**src/rtl/whiz_line_scheduler.sv**
```systemverilog
// Scanline timing controller: walks OAM/transfer/HBlank/VBlank per dot, hands each
// visible line to the renderer and raises the LCD interrupt pulses.
module whiz_line_scheduler #(
  parameter int unsigned DOTS_PER_LINE = 456,
  parameter int unsigned OAM_DOTS      = 80,
  parameter int unsigned MIN_XFER_DOTS = 172,
  parameter int unsigned VISIBLE_LINES = 144,
  parameter int unsigned TOTAL_LINES   = 154
) (
  input  logic       clk,
  input  logic       rst_n,
  input  logic       dot_tick,
  input  logic       lcd_enable,
  input  logic [7:0] lyc,
  input  logic [3:0] stat_int_en,
  input  logic       renderComplete,
  output logic       drawline,
  output logic [7:0] ly,
  output logic [1:0] mode,
  output logic       lyc_match,
  output logic       vblank_irq,
  output logic       stat_irq,
  output logic       render_overrun
);

  localparam int unsigned DOT_W = $clog2(DOTS_PER_LINE);
  localparam int unsigned LY_W  = 8;

  localparam logic [DOT_W-1:0] DOT_LAST      = DOT_W'(DOTS_PER_LINE - 1);
  localparam logic [DOT_W-1:0] OAM_LAST      = DOT_W'(OAM_DOTS - 1);
  localparam logic [DOT_W-1:0] XFER_MIN_LAST = DOT_W'(OAM_DOTS + MIN_XFER_DOTS - 1);
  localparam logic [LY_W-1:0]  LY_LAST       = LY_W'(TOTAL_LINES - 1);
  localparam logic [LY_W-1:0]  LY_VBLANK     = LY_W'(VISIBLE_LINES);

  localparam logic [1:0] MODE_HBLANK = 2'd0;
  localparam logic [1:0] MODE_VBLANK = 2'd1;
  localparam logic [1:0] MODE_OAM    = 2'd2;
  localparam logic [1:0] MODE_XFER   = 2'd3;

  typedef enum logic [2:0] {
    ST_OFF,
    ST_OAM,
    ST_XFER,
    ST_HBLANK,
    ST_VBLANK
  } state_t;

  state_t           state;
  logic [DOT_W-1:0] dot;
  logic             render_done;
  logic             stat_prev;
  logic             stat_line_c;
  logic [LY_W-1:0]  ly_next_c;

  // Combined STAT request; a new source joining an already-high line adds no edge.
  always_comb begin
    stat_line_c = (state != ST_OFF) &
                  ((stat_int_en[0] & (mode == MODE_HBLANK)) |
                   (stat_int_en[1] & (mode == MODE_VBLANK)) |
                   (stat_int_en[2] & (mode == MODE_OAM))    |
                   (stat_int_en[3] & lyc_match));
  end

  always_comb begin
    ly_next_c = (ly == LY_LAST) ? '0 : ly + LY_W'(1);
  end

  always_ff @(posedge clk or negedge rst_n) begin
    if (!rst_n) begin
      state          <= ST_OFF;
      dot            <= '0;
      ly             <= '0;
      mode           <= MODE_HBLANK;
      drawline       <= 1'b0;
      lyc_match      <= 1'b0;
      vblank_irq     <= 1'b0;
      stat_irq       <= 1'b0;
      render_overrun <= 1'b0;
      render_done    <= 1'b0;
      stat_prev      <= 1'b0;
    end else begin
      drawline   <= 1'b0;
      vblank_irq <= 1'b0;
      stat_irq   <= 1'b0;

      if (!lcd_enable) begin
        // Disabling the LCD aborts whatever is in flight, including a transfer.
        state       <= ST_OFF;
        dot         <= '0;
        ly          <= '0;
        mode        <= MODE_HBLANK;
        lyc_match   <= 1'b0;
        render_done <= 1'b0;
        stat_prev   <= 1'b0;
      end else begin
        lyc_match <= (state != ST_OFF) && (ly == lyc);
        stat_prev <= stat_line_c;
        stat_irq  <= stat_line_c & ~stat_prev;

        // The drawline clk itself is excluded so a stale completion level is not taken.
        if ((state == ST_XFER) && !drawline && renderComplete) begin
          render_done <= 1'b1;
        end

        case (state)
          ST_OFF: begin
            state <= ST_OAM;
            dot   <= '0;
            ly    <= '0;
            mode  <= MODE_OAM;
          end
          default: begin
            if (dot_tick) begin
              if (dot == DOT_LAST) begin
                if ((state == ST_XFER) && !render_done) begin
                  render_overrun <= 1'b1;
                end
                dot         <= '0;
                ly          <= ly_next_c;
                render_done <= 1'b0;
                if (ly_next_c < LY_VBLANK) begin
                  state <= ST_OAM;
                  mode  <= MODE_OAM;
                end else begin
                  state <= ST_VBLANK;
                  mode  <= MODE_VBLANK;
                  if (state != ST_VBLANK) begin
                    vblank_irq <= 1'b1;
                  end
                end
              end else begin
                dot <= dot + DOT_W'(1);
                if ((state == ST_OAM) && (dot == OAM_LAST)) begin
                  state    <= ST_XFER;
                  mode     <= MODE_XFER;
                  drawline <= 1'b1;
                end else if ((state == ST_XFER) && render_done && (dot >= XFER_MIN_LAST)) begin
                  state <= ST_HBLANK;
                  mode  <= MODE_HBLANK;
                end
              end
            end
          end
        endcase
      end
    end
  end

endmodule

```
**config.mk**
```make
export PLATFORM = sky130hd
export DESIGN_NAME = whiz_line_scheduler
export DESIGN_NICKNAME = d
export VERILOG_FILES = /design/src/rtl/whiz_line_scheduler.sv
export SDC_FILE = /design/constraint.sdc
export NUM_CORES = 1
export LEC_CHECK = 0
export ABC_CLOCK_PERIOD_IN_PS = 1900
export BUFFER_PORTS_ARGS = -buffer_cell sky130_fd_sc_hd__buf_2
export CAP_MARGIN = 20
export CORE_UTILIZATION = 41
export CTS_CLUSTER_DIAMETER = 40
export DETAILED_ROUTE_END_ITERATION = 12
export PLACE_DENSITY = 0.63
export SYNTH_ARGS = -nofsm -noshare
export SYNTH_HDL_FRONTEND = slang
export SYNTH_SLANG_ARGS = --single-unit
```
**constraint.sdc**
```tcl
create_clock -name clk -period 1.9 [get_ports clk]
set_input_delay 0.095 -clock clk [delete_from_list [all_inputs] [get_ports clk]]
set_output_delay 0.095 -clock clk [all_outputs]
set_load 0.01 [all_outputs]
```
==> flow_summary.yaml <==
run_status:
  outcome: "complete, but fails checks"
  violations: "negative setup slack"
run:
  drv_cap: 0
routing:
  drt_iter0_markers: 90
  postRouteAntennaNets: 0
  drt_pass1_iterations: 4
  drt-total-wl_um: 4380
  wl_per_cell_um: 15.48
  route.detailed.drc: 0
  vias_per_cell: 5.735
  vias: 1623
timing:
  setup_ws_ns: -0.02583
  tightest_slew_ns: 0.6621
  period_share: 1.014
  setup_violations: 1
  slew_headroom: 0.5586
  clock_skew_ns: 0.005416
  drv_slew: 0
  rsz0062_at_grt: "true"
  tns_ns: -0.02583
  hold_slack_ns: 0.09280
  timing.fmax_mhz: 519.3
  period_needed_ns: 1.926
  hold_viol: 0
global_route:
  grt_overflow: 0
  grt_pass1_wl_um: 7169
  antenna_found_initial: 0
  grt.total_usage: 0.2232
  grt_pass1_vias: 1595
  grt_max_degree: 30
min_path:
  hold_path.class: "input port to register"
  worstHoldStart: "lyc[5]"
worst_setup_path:
  cp-startpoint: "ly[0]"
  reg2reg_slack_ns: -0.03
  crit_path_max_incr_delay_ns: 0.52
  crit_required_ns: 2.07
  reg2reg_to: "state[0]"
  endpoint_kind: "register"
  startpoint_type: "register"
  rr_worst_depth: 5
  worstSetupPathType: "register to register"
  crit_slowest_cell: "or4_4"
  crit_chain: "ha_4, or4_4, a221oi_4, a41oi_2, a22o_1"
  crit_end: "state[0]"
  critPathMaxFanout: 4
  crit_arrival_ns: 2.10
  timing.rr.start: "ly[0]"
place:
  place_hpwl_um: 3262
  port_buffers: 31
  place_congestion: 0.8406
  place_area_um2: 2081
  dp.cells: 271
layout:
  fin_cells: 283
  nets: 254
  drive_above_1_share: 0.3745
  stdcell_area_um2: 2246
  diodes: 0
  synthToLayoutAreaGrowth_pct: 34.36
synth:
  synth-async-reset-ratio: 1.000
  synthFlopType: "dfrtp_1"
  yosys_warnings: 0
  syn_area_um2: 1672
  ys_ff_latch: 29
  syn_area_per_cell_um2: 9.775
  synth_edf_count: 0
  synth.distinct_cells: 47
  synth_seq_area_share: 0.4341
  synth_cells: 171
  syn-num-nets: 191
clock_network:
  clkLatencyLatePin_ns: 0.29
  cts.clk_slew.worst_paths_ns: 0.06
  cts_buffers: 5
  ctsLongestPathBuffers: 2
  htreeDepth: 2
  cts_root_buffer: "clkbuf_8"
  cts_tree: "yes"
  clock-sinks: 29
floorplanning:
  die_area_um2: 4336
  die_w_um: 65.85
  rows: 22
  core_um2: 3771
  initial_utilization: 0.4433
  die_y_um: 65.85
  ios: 32
power:
  p_per_area_nw_per_um2: 615.1
  finalPower_mw: 1.382
  power_leakage_nw: 1.062
  vdd_drop_max_v: 0.0003167
## registers in the layout, indices dropped and copies added, names as in the netlist
| register | count |
|---|---|
| render_done | 1 |
| render_overrun | 1 |
| stat_irq | 1 |
| mode | 2 |
| lyc_match | 1 |
| vblank_irq | 1 |
| stat_prev | 1 |
| ly | 8 |
| drawline | 1 |
| state | 3 |
| dot | 9 |
## kinds of logic after synthesis
| kind of cell | after synthesis | share of synthesized area |
|---|---|---|
| XOR/XNOR | 12 | 0.06288 |
| buffers and inverters | 7 | 0.01722 |
| multiplexers | 3 | 0.01796 |
| flip-flops | 29 | 0.4341 |
| AO/OA/AOI/OAI | 47 | 0.2111 |
| adder cells (fa/ha/maj) | 3 | 0.02246 |
| AND/OR/NAND/NOR | 70 | 0.2343 |
## layout by cell type (no fill, tap or decap), types with 3 or more instances in the layout
| master | Yosys | layout |
|---|---|---|
| nor2b_1 | 5 | 5 |
| nand2b_1 | 4 | 3 |
| and3_1 | 4 | 4 |
| xor2_1 | 3 | 3 |
| nor2_1 | 21 | 20 |
| o21ai_0 | 18 | 13 |
| a21oi_1 | 3 | 3 |
| dfrtp_1 | 29 | 26 |
| xnor2_1 | 9 | 9 |
| nand3_1 | 9 | 9 |
| nand2_1 | 9 | 9 |
| buf_4 | 0 | 28 |
| o31ai_2 | 1 | 4 |
| buf_2 | 2 | 31 |
| inv_1 | 3 | 3 |
| o21ai_1 | 0 | 4 |
| clkbuf_8 | 0 | 5 |
| nand4_1 | 4 | 4 |
| dfrtp_2 | 0 | 3 |
## cell usage after synthesis (2+ instances only)
master,count,share of area
o31ai_1,5,0.022
and4b_1,2,0.012
nor2_1,21,0.047
buf_2,2,0.0060
nand2_1,9,0.020
dfrtp_1,29,0.43
o2111a_1,2,0.013
a21oi_1,3,0.0090
clkbuf_1,2,0.0045
and3_1,4,0.015
mux2i_1,3,0.018
nand2b_1,4,0.015
xnor2_1,9,0.047
nand4_1,4,0.015
xor2_1,3,0.016
ha_1,3,0.022
o41ai_1,2,0.010
nor3_1,2,0.0060
a41oi_1,2,0.010
a22o_1,2,0.010
inv_1,3,0.0067
nand3_1,9,0.027
o21ai_0,18,0.054
nor2b_1,5,0.019
## routing by layer
metal / track usage / part of all wire / vias up
met2: 0.3763 / 0.48 / 46
met5: 0 / 0 / -
met4: 0.1060 / 0.020 / 0
li1: - / - / 767
met3: 0.04483 / 0.042 / 10
met1: 0.2699 / 0.45 / 800
## cell type report
| class | instances | area (um^2) |
|---|---|---|
| multi-input combinational | 135 | 987.2 |
| sequential | 29 | 729.5 |
| timing repair buffer | 60 | 375.4 |
| clock buffer | 6 | 72.57 |
| clock inverter | 2 | 10.01 |
| fill | 335 | 1525 |
| inverter | 3 | 11.26 |
| tap | 48 | 60.06 |
## power breakdown
part,internal (mW),switching (mW),leakage (nW)
Combinational,0.107,0.128,0.627
Clock,0.253,0.232,0.0450
Sequential,0.639,0.0230,0.390
## worst max-delay path: cells and delay by family (launching register included)
kind | cells | cell delay (ns)
AOI/OAI and AO/OA | 3 | 0.69
and+or+nand+nor | 1 | 0.52
DFF | 1 | 0.43
adders and majority gates | 1 | 0.18
## metrics by stage
stage / setup WS (ns) / utilization
after floorplan: -0.02538 / -
after detailed placement: -0.05274 / 0.5518
final: -0.02583 / 0.5956
after CTS: -0.02182 / 0.5849
after global placement: 0.01073 / 0.5518
after global routing: -0.08510 / 0.5956
## timing repair
action                                 in CTS  in global routing
setup buffers                               3                  0
endpoints found under the hold margin      29                  0
setup endpoints to repair                   5                 11
resized for setup                           4                 12
hold buffers                                1                  0
pin swaps                                   5                  3
## how the worst min path moves through the flow
stage | cells after the start | slack [ns] | to
finish | 4 | 0.09 | lyc_match
global route | 4 | 0.11 | lyc_match
CTS | 4 | 0.09 | lyc_match
detailed placement | 1 | 0.16 | ly[3]
global placement | 1 | 0.16 | ly[3]
floorplan | 0 | -0.20 | dot[0]
(Power assumes the default switching activity.)
